==> config.mk <==
export PLATFORM = sky130hd
export DESIGN_NAME = pipe_trace_unit
export DESIGN_NICKNAME = d
export VERILOG_FILES = /design/src/rtl/proc_dbg_pkg.sv /design/src/rtl/trace_ring_buf.sv /design/src/rtl/pipe_trace_unit.sv
export SDC_FILE = /design/constraint.sdc
export NUM_CORES = 1
export LEC_CHECK = 0
export ABC_AREA = 1
export CORE_ASPECT_RATIO = 0.5
export CORE_UTILIZATION = 35
export DETAILED_ROUTE_END_ITERATION = 16
export PLACE_DENSITY_LB_ADDON = 0.2
export SLEW_MARGIN = 20
export SYNTH_ARGS = -nofsm -noshare
export SYNTH_HDL_FRONTEND = slang
export SYNTH_SLANG_ARGS = --single-unit
==> constraint.sdc <==
create_clock -name clk -period 7.9 [get_ports clk]
set_clock_uncertainty 0.2 [all_clocks]
set_input_delay 1.975 -clock clk [delete_from_list [all_inputs] [get_ports clk]]
set_output_delay 1.975 -clock clk [all_outputs]
set_load 0.005 [all_outputs]
==> src/rtl/proc_dbg_pkg.sv <==
`default_nettype none
// ============================================================================
// Module      : proc_dbg_pkg
// Description : Shared debug/trace types for the pipeline trace unit.
//               - dbg_state_t : debug controller state (RUN, HALTED, STEP)
//               - dbg_cmd_t   : debug command encoding (RUN, HALT, STEP, CLEAR)
//               - trace_entry_t : one captured retirement in the default
//                 16-bit data / 16-bit pc / 3-bit register configuration
// Revision    : 1.0 - initial release
// ============================================================================
package proc_dbg_pkg;

    // Default field widths of a trace entry; the trace unit parameters
    // default to these values.
    localparam int C_DATA_W = 16;
    localparam int C_PC_W   = 16;
    localparam int C_RF_AW  = 3;

    // Encodings are externally visible on dbg_state / cmd_op.
    typedef enum logic [1:0] {
        ST_RUN    = 2'd0,
        ST_HALTED = 2'd1,
        ST_STEP   = 2'd2
    } dbg_state_t;

    typedef enum logic [1:0] {
        CMD_RUN   = 2'd0,
        CMD_HALT  = 2'd1,
        CMD_STEP  = 2'd2,
        CMD_CLEAR = 2'd3
    } dbg_cmd_t;

    // Field order matches the flat packing used inside the trace unit:
    // {pc, addr, data, carry, zero}.
    typedef struct packed {
        logic [C_PC_W-1:0]   pc;
        logic [C_RF_AW-1:0]  addr;
        logic [C_DATA_W-1:0] data;
        logic                carry;
        logic                zero;
    } trace_entry_t;

endpackage : proc_dbg_pkg
`default_nettype wire

==> src/rtl/trace_ring_buf.sv <==
`default_nettype none
// ============================================================================
// Module      : trace_ring_buf
// Description : Circular buffer with overwrite-on-full, first-word-fall-through
//               output, occupancy count and sticky overflow flag.
// Ports       : clk        - clock, rising edge
//               reset      - asynchronous active-low reset
//               clear      - synchronous flush (drops same-cycle push/pop)
//               push       - write push_data this cycle
//               push_data  - entry to store
//               rd_ready   - consumer pops the head when rd_valid is high
//               rd_valid   - registered, buffer not empty
//               rd_data    - head entry (zero when empty)
//               count      - entries held, 0..DEPTH
//               overflow   - sticky, an entry was overwritten while full
// Revision    : 1.0 - initial release
// ============================================================================
module trace_ring_buf #(
    parameter int WIDTH = 37,
    parameter int DEPTH = 16,
    parameter int PTR_W = $clog2(DEPTH)
) (
    input  logic             clk,
    input  logic             reset,
    input  logic             clear,
    input  logic             push,
    input  logic [WIDTH-1:0] push_data,
    input  logic             rd_ready,
    output logic             rd_valid,
    output logic [WIDTH-1:0] rd_data,
    output logic [PTR_W:0]   count,
    output logic             overflow
);

    localparam logic [PTR_W:0]   c_FULL    = (PTR_W+1)'(DEPTH);
    localparam logic [PTR_W:0]   c_CNT_ONE = (PTR_W+1)'(1);
    localparam logic [PTR_W-1:0] c_PTR_ONE = PTR_W'(1);

    logic [WIDTH-1:0] r_mem [DEPTH];
    logic [PTR_W-1:0] r_wr_ptr;
    logic [PTR_W-1:0] r_rd_ptr;
    logic [PTR_W:0]   r_count;
    logic             r_overflow;
    logic             r_valid;

    logic             w_push;
    logic             w_pop;
    logic             w_full;
    logic [PTR_W-1:0] w_wr_ptr_nxt;
    logic [PTR_W-1:0] w_rd_ptr_nxt;
    logic [PTR_W:0]   w_count_nxt;
    logic             w_overflow_nxt;

    // A flush wins over any traffic in the same cycle.
    assign w_push = push & ~clear;
    assign w_pop  = r_valid & rd_ready & ~clear;
    assign w_full = (r_count == c_FULL);

    always_comb begin
        w_wr_ptr_nxt   = r_wr_ptr;
        w_rd_ptr_nxt   = r_rd_ptr;
        w_count_nxt    = r_count;
        w_overflow_nxt = r_overflow;
        if (clear) begin
            w_wr_ptr_nxt   = '0;
            w_rd_ptr_nxt   = '0;
            w_count_nxt    = '0;
            w_overflow_nxt = 1'b0;
        end else if (w_push && w_full && !w_pop) begin
            // Full with nobody draining: the oldest entry is sacrificed so
            // the most recent history is kept.
            w_wr_ptr_nxt   = r_wr_ptr + c_PTR_ONE;
            w_rd_ptr_nxt   = r_rd_ptr + c_PTR_ONE;
            w_overflow_nxt = 1'b1;
        end else begin
            if (w_push) begin
                w_wr_ptr_nxt = r_wr_ptr + c_PTR_ONE;
            end
            if (w_pop) begin
                w_rd_ptr_nxt = r_rd_ptr + c_PTR_ONE;
            end
            if (w_push && !w_pop) begin
                w_count_nxt = r_count + c_CNT_ONE;
            end else if (w_pop && !w_push) begin
                w_count_nxt = r_count - c_CNT_ONE;
            end
        end
    end

    always_ff @(posedge clk or negedge reset) begin
        if (!reset) begin
            r_wr_ptr   <= '0;
            r_rd_ptr   <= '0;
            r_count    <= '0;
            r_overflow <= 1'b0;
            r_valid    <= 1'b0;
        end else begin
            r_wr_ptr   <= w_wr_ptr_nxt;
            r_rd_ptr   <= w_rd_ptr_nxt;
            r_count    <= w_count_nxt;
            r_overflow <= w_overflow_nxt;
            r_valid    <= (w_count_nxt != '0);
        end
    end

    // Storage carries no reset; stale contents are masked by r_valid below.
    // When full, a push lands in the slot being popped, which is safe because
    // the head is read combinationally before the edge.
    always_ff @(posedge clk) begin
        if (w_push) begin
            r_mem[r_wr_ptr] <= push_data;
        end
    end

    assign rd_valid = r_valid;
    assign rd_data  = r_valid ? r_mem[r_rd_ptr] : '0;
    assign count    = r_count;
    assign overflow = r_overflow;

endmodule : trace_ring_buf
`default_nettype wire

==> src/rtl/pipe_trace_unit.sv <==
`default_nettype none
// ============================================================================
// Module      : pipe_trace_unit
// Description : Write-back snooping trace unit. Captures every retired
//               register write into a circular trace buffer and provides
//               PC breakpoint, halt and single-step control of the core.
// Ports       : clk, reset (async active-low)
//               wb_valid/wb_pc/wb_addr/wb_data/wb_carry/wb_zero - retirement
//               bp_en/bp_pc         - breakpoint enable and address
//               cmd_valid/cmd_op    - debug command (RUN/HALT/STEP/CLEAR)
//               cmd_ready           - command accepted when both high
//               halt_req            - fetch/decode stall to the core
//               rd_valid/rd_ready   - trace read handshake (FWFT)
//               rd_pc/rd_addr/rd_data/rd_flags - oldest entry ({carry,zero})
//               count, overflow     - occupancy and sticky loss flag
//               dbg_state           - 0 RUN, 1 HALTED, 2 STEP
// Revision    : 1.0 - initial release
// ============================================================================
module pipe_trace_unit
    import proc_dbg_pkg::*;
#(
    parameter int DATA_W = C_DATA_W,
    parameter int PC_W   = C_PC_W,
    parameter int RF_AW  = C_RF_AW,
    parameter int DEPTH  = 16,
    parameter int PTR_W  = $clog2(DEPTH)
) (
    input  logic              clk,
    input  logic              reset,
    input  logic              wb_valid,
    input  logic [PC_W-1:0]   wb_pc,
    input  logic [RF_AW-1:0]  wb_addr,
    input  logic [DATA_W-1:0] wb_data,
    input  logic              wb_carry,
    input  logic              wb_zero,
    input  logic              bp_en,
    input  logic [PC_W-1:0]   bp_pc,
    input  logic              cmd_valid,
    input  logic [1:0]        cmd_op,
    output logic              cmd_ready,
    output logic              halt_req,
    output logic              rd_valid,
    input  logic              rd_ready,
    output logic [PC_W-1:0]   rd_pc,
    output logic [RF_AW-1:0]  rd_addr,
    output logic [DATA_W-1:0] rd_data,
    output logic [1:0]        rd_flags,
    output logic [PTR_W:0]    count,
    output logic              overflow,
    output logic [1:0]        dbg_state
);

    localparam int c_ENTRY_W = PC_W + RF_AW + DATA_W + 2;

    dbg_state_t r_state;
    logic       r_halt_req;
    logic       r_cmd_ready;

    dbg_cmd_t             w_cmd;
    logic                 w_cmd_fire;
    logic                 w_clear;
    logic                 w_bp_hit;
    logic [c_ENTRY_W-1:0] w_push_entry;
    logic [c_ENTRY_W-1:0] w_rd_entry;

    assign w_cmd      = dbg_cmd_t'(cmd_op);
    assign w_cmd_fire = cmd_valid & r_cmd_ready;
    assign w_clear    = w_cmd_fire & (w_cmd == CMD_CLEAR);
    assign w_bp_hit   = wb_valid & bp_en & (wb_pc == bp_pc);

    // Same layout as trace_entry_t: {pc, addr, data, carry, zero}.
    assign w_push_entry = {wb_pc, wb_addr, wb_data, wb_carry, wb_zero};

    trace_ring_buf #(
        .WIDTH (c_ENTRY_W),
        .DEPTH (DEPTH),
        .PTR_W (PTR_W)
    ) u_ring (
        .clk       (clk),
        .reset     (reset),
        .clear     (w_clear),
        .push      (wb_valid),
        .push_data (w_push_entry),
        .rd_ready  (rd_ready),
        .rd_valid  (rd_valid),
        .rd_data   (w_rd_entry),
        .count     (count),
        .overflow  (overflow)
    );

    assign rd_pc    = w_rd_entry[c_ENTRY_W-1 -: PC_W];
    assign rd_addr  = w_rd_entry[DATA_W+2 +: RF_AW];
    assign rd_data  = w_rd_entry[2 +: DATA_W];
    assign rd_flags = w_rd_entry[1:0];

    // Debug controller. halt_req and cmd_ready are registered alongside the
    // state so they change exactly on the state transition.
    // CLEAR never changes state; it only reaches the buffer via w_clear.
    always_ff @(posedge clk or negedge reset) begin
        if (!reset) begin
            r_state     <= ST_RUN;
            r_halt_req  <= 1'b0;
            r_cmd_ready <= 1'b1;
        end else begin
            case (r_state)
                ST_RUN: begin
                    // A breakpoint outranks a coincident RUN command.
                    if (w_bp_hit || (w_cmd_fire && w_cmd == CMD_HALT)) begin
                        r_state     <= ST_HALTED;
                        r_halt_req  <= 1'b1;
                        r_cmd_ready <= 1'b1;
                    end
                end
                ST_HALTED: begin
                    if (w_cmd_fire && w_cmd == CMD_RUN) begin
                        r_state     <= ST_RUN;
                        r_halt_req  <= 1'b0;
                        r_cmd_ready <= 1'b1;
                    end else if (w_cmd_fire && w_cmd == CMD_STEP) begin
                        r_state     <= ST_STEP;
                        r_halt_req  <= 1'b0;
                        r_cmd_ready <= 1'b0;
                    end
                end
                ST_STEP: begin
                    // The first retirement completes the step; a breakpoint
                    // can only occur on a retirement, so it lands here too.
                    if (wb_valid) begin
                        r_state     <= ST_HALTED;
                        r_halt_req  <= 1'b1;
                        r_cmd_ready <= 1'b1;
                    end
                end
                default: begin
                    r_state     <= ST_RUN;
                    r_halt_req  <= 1'b0;
                    r_cmd_ready <= 1'b1;
                end
            endcase
        end
    end

    assign halt_req  = r_halt_req;
    assign cmd_ready = r_cmd_ready;
    assign dbg_state = r_state;

endmodule : pipe_trace_unit
`default_nettype wire

* Word level (Yosys, flattened, before mapping)
Memories as Yosys holds them, arrays and structs flattened.
Cells that the tools add are included.
** Storage, ports and cells
- Memories :: 1
- Output and inout port bits :: 48
- Word-level logic and storage cells :: 75
- Register bits after elaboration :: 19
- Bits in writable memories :: 592
- Bits of input ports :: 61
** Memories
- u_ring.r_mem :: depth 16, bits a word 37, read ports 1, clocked after memory_dff 0, write ports 1, RTL line trace_ring_buf.sv:39 : logic [WIDTH-1:0] r_mem [DEPTH];
** Cells by class
- $add $sub $neg :: 4
- Equality and inequality tests :: 10
- Reductions and logical operators :: 17
- Mux-type cells :: 27
- Bitwise gates (word level) :: 8
** Operators with widths (number)
- 37-bit two-way mux :: 1
- 4-bit two-way mux :: 6
- 5-bit two-way mux :: 4
- 16-bit equality test :: 1
- 1-bit two-way mux :: 9
- 4-bit by 1-bit adder with 4-bit output, second input constant :: 2
- 2-bit two-way mux :: 4
- 1-bit bitwise AND :: 7
- 1-bit logical AND :: 7
- 2-bit equality test, second input constant :: 3
- 1-bit one-hot mux with 3 select lines :: 2
- 2-bit one-hot mux with 3 select lines :: 1
- 3-bit nonzero test :: 2
- 5-bit by 1-bit adder with 5-bit output, second input constant :: 1
- 5-bit equality test, second input constant :: 1
- 5-bit nonzero test :: 1
- 5-bit by 1-bit subtractor with 5-bit output, second input constant :: 1
- 2-bit by 1-bit equality test with 1-bit output, second input constant :: 2
- 2-bit logical NOT :: 2
- 2-bit inequality test, second input constant :: 2
- 3-bit inequality test, second input constant :: 1
- 3-bit AND reduction :: 1
- 1-bit logical NOT :: 2
- 2-bit nonzero test :: 1
- 2 further kinds :: 2

* Longest topological paths before layout
Gate-level depths: netlist (run 1).
- Word-level depth :: 11
- Gate-level depth with buffers :: 11
- Gate-level depth less buffers :: 11

* Modules after synthesis
Synthesis (run 1) repeated with hierarchy kept, for this count alone.
** Unflattened totals
- Cells, all modules :: 1969
- Area total of the unflattened synthesis :: 24798.8 um^2
** Modules (own cells, without submodules)
- trace_ring_buf :: seq. area each 18152.4 um^2, area an instance 24257.0 um^2, times used 1, cells an instance 1869
- pipe_trace_unit :: seq. area each 101.3 um^2, area an instance 541.8 um^2, times used 1, cells an instance 100

* Least setup slack after synthesis (run 1)
No wires, ideal clock.
- Kind :: input-to-reg
- Start point :: in cmd_valid
- End point :: mem u_ring.r_mem[0][0], enable pin
- Path buffers :: 0
- Path slack :: 3.158 ns
- Library setup time :: 0.431 ns
- Stages on the path :: 5
- Data arrival time :: 4.111 ns
- Path through :: nand2_1 nor2_1 nor2_2 nand2_1 nor2_1
** On the way
- Cells in the longest elaborated chain, start to end :: 6
** RTL lines
- start: declaration :: RTL line pipe_trace_unit.sv:38 : input logic cmd_valid,
- 1-bit bitwise AND :: RTL line pipe_trace_unit.sv:67 : assign w_cmd_fire = cmd_valid & r_cmd_ready;
- 1-bit bitwise AND :: RTL line pipe_trace_unit.sv:68 : assign w_clear = w_cmd_fire & (w_cmd == CMD_CLEAR);
- 1-bit inverter :: RTL line trace_ring_buf.sv:55 : assign w_push = push & ~clear;
- 1-bit bitwise AND :: RTL line trace_ring_buf.sv:55
- 1-bit two-way mux :: RTL line trace_ring_buf.sv:110 : if (w_push) begin
- 1-bit two-way mux (not written as such) :: RTL line trace_ring_buf.sv:111 : r_mem[r_wr_ptr] <= push_data;
- end: declaration :: RTL line trace_ring_buf.sv:39
Every way passes these cells.

* Worst setup path in the final report (run 1)
- Start point :: reg u_ring.r_rd_ptr[1]
- End point :: out rd_data[10]
** On the way
- Cells in the longest elaborated chain, start to end :: 2
** RTL lines
- start: declaration :: RTL line trace_ring_buf.sv:41 : logic [PTR_W-1:0] r_rd_ptr;
- start signal: assignment :: RTL line trace_ring_buf.sv:99 : r_rd_ptr <= w_rd_ptr_nxt;
- memory read 16 x 37 bit
- 37-bit two-way mux :: RTL line trace_ring_buf.sv:116 : assign rd_data = r_valid ? r_mem[r_rd_ptr] : '0;
- end: declaration :: RTL line pipe_trace_unit.sv:46 : output logic [DATA_W-1:0] rd_data,
Every way passes these cells.

==> results of run 1 <==
layer usage:
metal	global-route usage	part of all wire	up-vias
li1	-	-	7037
met1	0.267	0.46	7829
met2	0.299	0.47	404
met3	0.0262	0.051	74
met4	0.0410	0.015	0
met5	0	0	-
area by class of cell:
cell class | count | area share
sequential | 611 | 0.645
multi-input combinational | 1044 | 0.193
clock buffer | 63 | 0.0519
timing repair buffer | 140 | 0.0489
tap | 945 | 0.0418
clock inverter | 41 | 0.0128
inverter | 46 | 0.00645
state kept, by name, summed over array words and instances (netlist names):
name	flops
cmd_ready	1
dbg_state	2
halt_req	1
u_ring.count	5
u_ring.overflow	1
u_ring.r_mem	592
u_ring.r_rd_ptr	4
u_ring.r_wr_ptr	4
u_ring.rd_valid	1
cell usage in the layout, fill, tap and decap left out, types with 2 or more instances in the layout:
cell type and count:
clkinv_2 15, buf_4 27, clkbuf_16 58, o221ai_1 95, dfrtp_1 14, o21ai_0 305, inv_1 41, xor2_1 7
dfrtp_4 3, nand4_1 4, bufinv_16 6, clkinvlp_4 4, inv_2 2, nand3_1 44, clkinv_1 15, a21oi_1 48
o21ai_1 3, buf_12 5, o211ai_1 54, ha_1 7, nor2_4 16, clkdlybuf4s50_1 108, nand2_1 74, nor2_1 337
o22ai_1 44, clkbuf_1 5, edfxtp_1 592
per-stage QoR:
step	util	instances	instance area, um2
final	0.410	2890	28300
after detailed placement	0.384	2786	26500
after global routing	0.410	2890	28300
after CTS	0.410	2890	28300
after global placement	0.383	2784	26400
after floorplan	-	1829	24400
kinds of logic after synthesis:
group,Yosys count
DFF,611
AOI/OAI and AO/OA,550
and+or+nand+nor,479
buffers and inverters,174
xor gates and xnor gates,8
adders and majority gates,7
final timing paths:
check                      slack (ns)  cells after the start            endpoint
min in group asynchronous        1.69                      1  u_ring.r_rd_ptr[1]
setup reg to reg                 4.66                      6  u_ring.r_mem[5][1]
max in group asynchronous        5.12                      1  u_ring.r_rd_ptr[2]
setup / recovery                 1.70                      6         rd_data[10]
hold / removal                   0.29                      2           cmd_ready
hold reg to reg                  0.29                      2           cmd_ready
worst max-delay path, cell delays in order, from the launching register on:
cell,delay (ns)
dfrtp_4,0.91
buf_4,0.91
o21ai_0,0.21
o221ai_1,0.28
nand3_1,0.11
a21oi_1,0.34
clkdlybuf4s50_1,0.58
power groups by stage:
stage | Combinational [uW] | Clock (uW) | Sequential (uW)
final | 3420 | 2750 | 4050
after global routing | 3770 | 2920 | 4080
after CTS | 3480 | 2800 | 4050
after detailed placement | 3460 | 0 | 4120
after global placement | 3450 | 0 | 4120
after floorplan | 2140 | 0 | 3990
==> key figures, run 1 <==
Status
  – Outcome: finished clean

Power
  – Combinational Power Share: 0.335
  – Flop pwr share: 0.396
  – Clock power share: 0.269
  – Psw: 3630 uW
  – PD cells: 361 nW/um2
  – Pleak: 0.00896 uW
  – Worst vdd ir: 0.000222 V
  – P_int: 6600 uW
  – Switching Fraction: 0.354
  – Tot Pwr: 10200 uW

STA
  – RSZ-0062 raised after global routing: no
  – Worst Tran Pin Value: 1.13 ns
  – Setup TNS: 0 ns
  – Max_slew headroom: 0.246
  – Worst setup margin: 1.70 ns
  – Final worst-path cycle share: 0.785
  – Final setup vio count: 0
  – Final hold viol count: 0
  – Min cycle time layout: 6.20 ns
  – Fmax: 161 MHz
  – Final Slew Violations: 0
  – Hold slack: 0.293 ns

Die
  – Die Y: 189 um
  – Core area: 69000 um2
  – Die area: 70900 um2
  – Row cnt: 68
  – Initial core utilization: 0.354
  – Top-Level Pins: 109
  – Die Span X: 375 um

Routing
  – WL final: 66500 um
  – Vias: 15300
  – Initial DRC count: 1492
  – Via density per instance: 5.31
  – Pre-Repair DR Iteration Count: 5
  – Post-route ant nets: 0
  – DR DRC count: 0
  – Drt wl/cell: 23.0 um

Clocking
  – CTS root buf: clkbuf_16
  – Post-cts sizing count: 0
  – H-tree level count: 2
  – CTS buffer count: 56
  – CTS tree: built
  – Clock-pin slew on the worst setup and hold paths: 0.07 ns
  – Number of clock sinks: 611
  – CTS Hold Bufs: 0
  – Post-CTS Setup Bufs: 0
  – Worst-Skew Late Latency: 0.61 ns
  – Clock Path Buffers: 3

Synthesis
  – Synth Area in Adders: 0.00359
  – Top cell type's share of synthesized area: 0.728
  – Syn_area_per_cell: 13.3 um2
  – Main combinational cell family by area after synthesis: compound AO/OA/AOI/OAI gates
  – Count of state elements after synthesis: 611
  – Ys flop type: edfxtp_1
  – Ys Warns: 0
  – Multiplexer share of the synthesized area: 0
  – Instance count of the mapped netlist: 1829
  – Count leader, synth: edfxtp_1
  – Top cell type by total area after synthesis: edfxtp_1
  – Ranking of synthesized cells by area: edfxtp_1, o21ai_0, nor2_1
  – Syn Nets: 1897
  – Post-Synth Simple-Gate Area: 0.0767
  – Synth Area in Compound Gates: 0.135
  – Post-synthesis xor/xnor area fraction: 0.00287
  – Synth Cell Area: 24400 um2
  – Post-synth EDFFs: 592
  – Asr flop ratio synth: 0.0311
  – Sequential cell area fraction in the yosys report: 0.748
  – Unique cell type count in the Yosys netlist: 31
  – Commonest cells post-synth: edfxtp_1, nor2_1, o21ai_0

Placement
  – PortBufs: 108
  – DPL Wire Length: 33300 um
  – GPL Wtd Cong: 0.749
  – Pre-CTS setup slack: 2.38 ns

Setup path
  – Crit Path Max Fanout: 85
  – CP startpoint: u_ring.r_rd_ptr[1]
  – Critical Path Source Type: register
  – Crit path capture type: output port
  – Reg2reg start: cmd_ready
  – Worst EP required: 5.73 ns
  – Worst setup path category: register to output port
  – Arr. time, crit path: 4.02 ns

Global route
  – Global-route wire length before repair: 98400 um
  – Vias in the first global route: 14900
  – Initial antenna violation count: 1
  – GRT Util Overall: 0.186
  – Pin count of the biggest net entering global routing: 178
  – Grt ovf: 0

Hold path
  – Hold wc startpoint: cmd_ready
  – HP Class: register to register

Cells and area
  – Area occupied by multi-input gates: 5450 um2
  – FILL cells: 6388
  – N_diodes: 0
  – Register area: 18300 um2
  – Fin nets: 1967
  – Share of layout cells above drive strength 1: 0.0735
  – Area grow syn2layout: 15.9%

Flow run
  – # Max-Cap Violations: 0
Power figures use the tool's default switching activity.
==> run 2, diff against run 1 <==
==> constraint.sdc (replaced) <==
create_clock -name clk -period 5.64 [get_ports clk]
set_clock_uncertainty 0.2 [all_clocks]
set_input_delay 1.41 -clock clk [delete_from_list [all_inputs] [get_ports clk]]
set_output_delay 1.41 -clock clk [all_outputs]
set_load 0.005 [all_outputs]
==> run 2 against run 1 <==
  * Routed wire length is 0.59% lower
  * Non-clock buffer count increased by 9
  * Highest routed layer unchanged
  * Flip-flop and latch count unchanged
  * Combinational power grew 46%
  * Global-route usage down 0.073 points
  * Power up 42%
  * First-iteration DRC count shrank 1.3%
  * Largest cell class unchanged
  * Critical endpoint is now rd_data[7]
  * Register-to-register slack got worse by 1.8 ns
  * Clock power up 44%
  * Final cell count grew 0.42%
  * Via count up 0.43%
  * Sequential share of layout area down 0.76 points
==> key figures, run 2 (same netlist as run 1, synthesis figures left out) <==
Status
  – Outcome: finished clean

STA
  – Worst setup margin: 0.409 ns (-1.29 ns)
  – Min cycle time layout: 5.23 ns
  – Final setup vio count: 0 (unchanged)
  – Final worst-path cycle share: 0.927
  – Final Slew Violations: 0 (unchanged)
  – Fmax: 191 MHz
  – RSZ-0062 raised after global routing: no
  – Final hold viol count: 0 (unchanged)
  – Max_slew headroom: 0.276 (+0.0300)
  – Setup TNS: 0 ns (unchanged)
  – Worst Tran Pin Value: 1.09 ns (-0.0423 ns)

Cells and area
  – Register area: 18300 um2 (unchanged)
  – Commonest non-fill, non-tap cell in the layout: edfxtp_1
  – Share of layout cells above drive strength 1: 0.0807 (+0.00721)
  – Most frequent cells in the layout: edfxtp_1, nor2_1, o21ai_0
  – Area occupied by multi-input gates: 5450 um2 (unchanged)
  – FILL cells: 6347 (-0.64%)
  – Fin nets: 1978 (+0.56%)
  – Area grow syn2layout: 17.3%
  – Largest register FFs: 592 (unchanged)
  – Reg with most FFs: u_ring.r_mem
  – N_diodes: 0 (unchanged)

Global route
  – Vias in the first global route: 14900 (+0.37%)
  – Global-route wire length before repair: 97500 um (-0.96%)
  – GRT Util Overall: 0.185 (-0.000732)
  – Initial antenna violation count: 0 (-1)
  – Pin count of the biggest net entering global routing: 143 (-20%)
  – Grt ovf: 0 (unchanged)

Routing
  – WL final: 66100 um (-0.59%)
  – Drt wl/cell: 22.8 um (-1.0%)
  – Pre-Repair DR Iteration Count: 7 (+2)
  – Initial DRC count: 1472 (-1.3%)
  – Post-route ant nets: 0 (unchanged)
  – Vias: 15400 (+0.43%)
  – Via density per instance: 5.31 (about the same)
  – DR DRC count: 0 (unchanged)

Power
  – Worst vdd ir: 0.000444 V (+100%)
  – Psw: 5130 uW (+41%)
  – Switching Fraction: 0.352 (-0.00248)
  – Combinational Power Share: 0.343 (+0.008)
  – Flop pwr share: 0.385 (-0.011)
  – Clock power share: 0.273 (+0.004)
  – Pleak: 0.00909 uW (+1.5%)
  – PD cells: 509 nW/um2 (+41%)
  – P_int: 9440 uW (+43%)

Setup path
  – Crit path capture type: output port
  – Worst setup path category: register to output port
  – FF-to-FF End: u_ring.r_mem[5][25]
  – Critical Path Source Type: register
  – Arr. time, crit path: 3.62 ns (-0.40 ns)
  – Worst EP required: 4.03 ns (-1.70 ns)
  – R2r setup slk: 2.88 ns (-1.78 ns)
  – Crit Path Max Fanout: 142 (+67%)
  – Crit path to: rd_data[7]
  – CP startpoint: u_ring.r_rd_ptr[0]
  – Worst reg2reg path depth: 6 (unchanged)
  – Reg2reg start: cmd_ready

Clocking
  – CTS Hold Bufs: 0 (unchanged)
  – H-tree level count: 2 (unchanged)
  – CTS root buf: clkbuf_16
  – Clock-pin slew on the worst setup and hold paths: 0.07 ns (about the same)
  – Clock Path Buffers: 3 (unchanged)
  – CTS buffer count: 58 (+3.6%)
  – CTS tree: built
  – Post-cts sizing count: 0 (unchanged)
  – Post-CTS Setup Bufs: 0 (unchanged)
  – Number of clock sinks: 611 (unchanged)
  – Worst-Skew Late Latency: 0.62 ns (about the same)

Die
  – Top-Level Pins: 109 (unchanged)
  – Core area: 69000 um2 (unchanged)
  – Die Y: 189 um (unchanged)
  – Row cnt: 68 (unchanged)
  – Die area: 70900 um2 (unchanged)
  – Initial core utilization: 0.354 (unchanged)
  – Die Span X: 375 um (unchanged)

Placement
  – PortBufs: 108 (unchanged)
  – GPL Wtd Cong: 0.725 (-3.2%)
  – DPL Wire Length: 32200 um (-3.3%)
  – Pre-CTS setup slack: 1.04 ns (-1.33 ns)

Flow run
  – # Max-Cap Violations: 0 (unchanged)

Hold path
  – HP Class: register to register
  – Hold wc startpoint: cmd_ready
==> run 2: cell types whose count changed in the layout (fill, tap and decap cells not counted), moves of 2 or more <==
| cell | before | now |
|---|---|---|
| buf_4 | 27 | 21 |
| clkinv_1 | 15 | 11 |
| clkinvlp_4 | 4 | 6 |
| inv_6 | 0 | 2 |
| buf_12 | 5 | 20 |
==> run 2: per-stage QoR <==
stage / power (uW) / instances / util / hold WS (ns) / cell area (um2)
after floorplan: 8580 / 1829 / - / 0.260 / 24400
after global placement: 10700 / 2795 / 0.387 / 0.270 / 26700
after detailed placement: 10700 / 2795 / 0.387 / 0.272 / 26700
after CTS: 14700 / 2902 / 0.415 / 0.279 / 28600
after global routing: 15300 / 2902 / 0.415 / 0.308 / 28600
final: 14600 / 2902 / 0.415 / 0.273 / 28600
==> run 2: area by class of cell <==
cell class / count / area share
clock inverters: 42 / 0.0146
flip-flops and latches: 611 / 0.638
clock buffers: 65 / 0.0523
multi-input cells: 1044 / 0.190
repair buffers: 149 / 0.0572
inverters: 46 / 0.00638
well taps: 945 / 0.0413
==> run 2: power by group through the flow <==
stage | registers, uW | logic [uW] | clock network, uW
after detailed placement | 5700 | 5040 | 0
final | 5600 | 4990 | 3970
after global placement | 5690 | 5020 | 0
after global routing | 5640 | 5480 | 4210
after floorplan | 5590 | 2990 | 0
after CTS | 5600 | 5050 | 4030
==> run 2: layer usage <==
layer / part of all wire / up-vias / global-route usage / wire length [um]
li1: - / 7069 / - / -
met1: 0.46 / 7843 / 0.262 / 30500
met2: 0.47 / 425 / 0.303 / 31300
met3: 0.050 / 73 / 0.0266 / 3320
met4: 0.015 / 0 / 0.0397 / 982
met5: 0 / - / 0 / 0
==> run 2: worst max-delay path: stages (launching register included) <==
cell and delay, ns:
dfrtp_4 0.91, buf_12 0.48, o21ai_0 0.21, o221ai_1 0.23, o211ai_1 0.12, a21oi_1 0.30
clkdlybuf4s50_1 0.56
==> run 2: worst min path at each step <==
stage / cells after the start / endpoint
5_1_grt: 2 / cmd_ready
4_1_cts: 2 / cmd_ready
3_5_place_dp: 2 / cmd_ready
2_1_floorplan: 2 / cmd_ready
3_3_place_gp: 2 / cmd_ready
6_report: 2 / cmd_ready
==> run 3, diff against run 2 <==
--- a/config.mk
+++ b/config.mk
@@ -7,10 +7,11 @@
 export LEC_CHECK = 0
 export ABC_AREA = 1
 export CORE_ASPECT_RATIO = 0.5
-export CORE_UTILIZATION = 35
+export CORE_UTILIZATION = 54
 export DETAILED_ROUTE_END_ITERATION = 16
 export PLACE_DENSITY_LB_ADDON = 0.2
-export SLEW_MARGIN = 20
+export SLEW_MARGIN = 15
 export SYNTH_ARGS = -nofsm -noshare
 export SYNTH_HDL_FRONTEND = slang
+export SYNTH_HIERARCHICAL = 1
 export SYNTH_SLANG_ARGS = --single-unit
==> run 3 against run 2 <==
  * Sequential power is 0.7% lower
  * Die area is 34% lower
  * Routed wire length is 7.8% lower
  * Largest cell class unchanged
  * Highest routed layer unchanged
==> key figures, run 3 <==
Status
  – Outcome: finished clean

Global route
  – Pin count of the biggest net entering global routing: 191 (+34%)
  – Grt ovf: 0 (unchanged)
  – Grt met1 use: 0.397 (+0.135)
  – Vias in the first global route: 15100 (+1.3%)
  – M3 GR Usage: 0.0535 (+0.0269)
  – Global-route wire length before repair: 92100 um (-5.5%)
  – Busiest grt layer: met1
  – GRT Util Overall: 0.261 (+0.0763)
  – Met2 GRT Util: 0.393 (+0.0902)
  – Initial antenna violation count: 0 (unchanged)

Die
  – Die Y: 154 um (-19%)
  – Die Span X: 305 um (-19%)
  – Row cnt: 55 (-19%)
  – Core area: 45300 um2 (-34%)
  – Initial core utilization: 0.548 (+0.194)
  – Die area: 46800 um2 (-34%)
  – Top-Level Pins: 109 (unchanged)

STA
  – Fmax: 196 MHz (+2.7%)
  – Setup TNS: 0 ns (unchanged)
  – Worst Tran Pin Value: 1.20 ns (+0.118 ns)
  – Min cycle time layout: 5.09 ns (-0.136 ns)
  – RSZ-0062 raised after global routing: no
  – Final Slew Violations: 0 (unchanged)
  – Final worst-path cycle share: 0.903 (-0.0242)
  – Max_slew headroom: 0.197 (-0.0787)
  – Final hold viol count: 0 (unchanged)
  – Final setup vio count: 0 (unchanged)

Setup path
  – Bufs and invs on worst path: 2 (unchanged)
  – Crit path capture type: output port
  – Worst setup path category: register to output port
  – R2r setup slk: 2.70 ns (-0.18 ns)
  – FF-to-FF End: u_ring/r_mem[3][5]
  – Critical path's top delay family: buffers and inverters
  – Worst reg2reg path depth: 6 (unchanged)
  – CP peak stage delay: 0.58 ns (-0.33 ns)
  – Reg2reg start: cmd_ready
  – CP Cell Sequence: buf_12, nor2_1, nor2_1, o21ai_0, o211ai_1, nand3_1, a21oi_1, clkdlybuf4s50_1
  – Crit Path Max Fanout: 190 (+34%)
  – Arr. time, crit path: 3.48 ns (-0.14 ns)
  – Critical path's slowest cell: clkdlybuf4s50_1
  – Worst EP required: 4.03 ns (about the same)
  – Critical Path Source Type: register
  – Most frequent CP cell: nor2_1
  – CP startpoint: u_ring/r_rd_ptr[0]

Power
  – Psw: 5130 uW (+0.16%)
  – Clock power share: 0.247 (-0.026)
  – Switching Fraction: 0.357 (+0.00530)
  – Flop pwr share: 0.387 (+0.002)
  – Worst vdd ir: 0.000504 V (+14%)
  – PD cells: 510 nW/um2 (+0.28%)
  – P_int: 9240 uW (-2.1%)
  – Combinational Power Share: 0.366 (+0.023)
  – Pleak: 0.00924 uW (+1.7%)
  – Tot Pwr: 14400 uW (-1.3%)

Synthesis
  – Synth Area in Adders: 0.00353 (-0.0000563)
  – Post-synthesis xor/xnor area fraction: 0.00177 (-0.00110)
  – Synth Area in Compound Gates: 0.114 (-0.0210)
  – Instance count of the mapped netlist: 1969 (+7.7%)
  – Syn_area_per_cell: 12.6 um2 (-5.6%)
  – Syn Nets: 2037 (+7.4%)
  – Unique cell type count in the Yosys netlist: 30 (-3.2%)
  – Ys Warns: 6 (+6)
  – Top cell type by total area after synthesis: edfxtp_1
  – Post-synth EDFFs: 592 (unchanged)
  – Ranking of synthesized cells by area: edfxtp_1, nor2_1, o21ai_0
  – Multiplexer share of the synthesized area: 0 (unchanged)
  – Asr flop ratio synth: 0.0311 (unchanged)
  – Post-Synth Simple-Gate Area: 0.110 (+0.0332)
  – Ys flop type: edfxtp_1
  – Main combinational cell family by area after synthesis: compound AO/OA/AOI/OAI gates
  – Sequential cell area fraction in the yosys report: 0.736 (-0.0117)
  – Synth Cell Area: 24800 um2 (+1.6%)
  – Count leader, synth: edfxtp_1
  – Count of state elements after synthesis: 611 (unchanged)
  – Top cell type's share of synthesized area: 0.717 (-0.0114)
  – Commonest cells post-synth: edfxtp_1, nor2_1, o21ai_0

Routing
  – Pre-Repair DR Iteration Count: 5 (-2)
  – Initial DRC count: 2130 (+45%)
  – Drt wl/cell: 22.8 um (about the same)
  – Vias: 16000 (+4.0%)
  – DR DRC count: 0 (unchanged)
  – Post-route ant nets: 0 (unchanged)
  – WL final: 61000 um (-7.8%)
  – Via density per instance: 5.98 (+13%)

Hold path
  – Hold wc startpoint: cmd_ready
  – HP Class: register to register
  – Hold Crit Depth: 2 (unchanged)
  – WHS Endpoint: cmd_ready

Clocking
  – CTS buffer count: 52 (-10%)
  – Number of clock sinks: 611 (unchanged)
  – Clock Path Buffers: 3 (unchanged)
  – Worst-Skew Late Latency: 0.58 ns (-0.04 ns)
  – Post-cts sizing count: 0 (unchanged)
  – CTS Hold Bufs: 0 (unchanged)
  – CTS root buf: clkbuf_16
  – Post-CTS Setup Bufs: 0 (unchanged)
  – H-tree level count: 2 (unchanged)
  – CTS tree: built
  – Clock-pin slew on the worst setup and hold paths: 0.07 ns (about the same)

Placement
  – PortBufs: 108 (unchanged)
  – DPL Wire Length: 32700 um (+1.4%)
  – GPL Wtd Cong: 0.804 (+11%)

Cells and area
  – Largest register FFs: 592 (unchanged)
  – Most frequent cells in the layout: edfxtp_1, nor2_1, o21ai_0
  – Fin nets: 2109 (+6.6%)
  – Share of layout cells above drive strength 1: 0.0754 (-0.00529)
  – Commonest non-fill, non-tap cell in the layout: edfxtp_1
  – FILL cells: 3493 (-45%)
  – N_diodes: 0 (unchanged)
  – Reg with most FFs: u_ring/r_mem
  – Area grow syn2layout: 13.7%
  – Post-layout util: 0.622 (+0.207)

Flow run
  – # Max-Cap Violations: 0 (unchanged)
==> run 3: area by class of cell <==
cell class	count	area [um2]	area share
Clock inverter	33	279	0.00990
Inverter	45	176	0.00626
Timing Repair Buffer	146	1520	0.0538
Clock buffer	61	1390	0.0492
Multi-Input combinational cell	1185	5810	0.206
Tap cell	598	748	0.0265
Sequential cell	611	18300	0.648
==> run 3: worst max path at each step <==
stage	to	cells after the start
floorplan	u_ring/r_mem[11][0]	6
global placement	rd_data[13]	6
detailed placement	rd_pc[5]	6
CTS	rd_pc[5]	6
global route	rd_pc[5]	6
finish	rd_pc[5]	8
==> run 3: metrics by stage <==
| step | hold slack, ns | instance area (um2) | setup slack, ns | std cells |
|---|---|---|---|---|
| floorplan | 0.258 | 24800 | 1.29 | 1969 |
| global route | 0.307 | 28200 | 0.383 | 2679 |
| CTS | 0.284 | 28200 | 0.523 | 2679 |
| finish | 0.282 | 28200 | 0.546 | 2679 |
| detailed placement | 0.260 | 26500 | 1.14 | 2585 |
| global placement | 0.272 | 26500 | 1.24 | 2585 |
==> run 3: cells by family after synthesis <==
kind of cell             count (synthesis)
adder cells (fa/ha/maj)                  7
flip-flops                             611
AO/OA/AOI/OAI                          492
AND/OR/NAND/NOR                        681
buffers and inverters                  173
XOR/XNOR                                 5
==> run 3: power by group through the flow <==
stage / clock, uW / sequential, uW / combinational, uW
2_1_floorplan: 0 / 5620 / 3190
4_1_cts: 3590 / 5560 / 5240
5_1_grt: 3760 / 5590 / 5770
6_report: 3550 / 5560 / 5260
3_3_place_gp: 0 / 5640 / 5160
3_5_place_dp: 0 / 5650 / 5220
==> run 3: routing by layer <==
layer	routed length (um)	share of wire
met1	27100	0.44
met2	27500	0.45
met3	5600	0.092
met4	825	0.014
met5	0	0
==> run 3: worst reg2reg max path: stages, from the launching register on <==
cell and delay [ns]:
dfstp_2 0.38, nand2_1 0.11, nor2_1 0.16, inv_2 0.23, nand3_1 0.36, nor2_4 0.79, buf_4 0.40
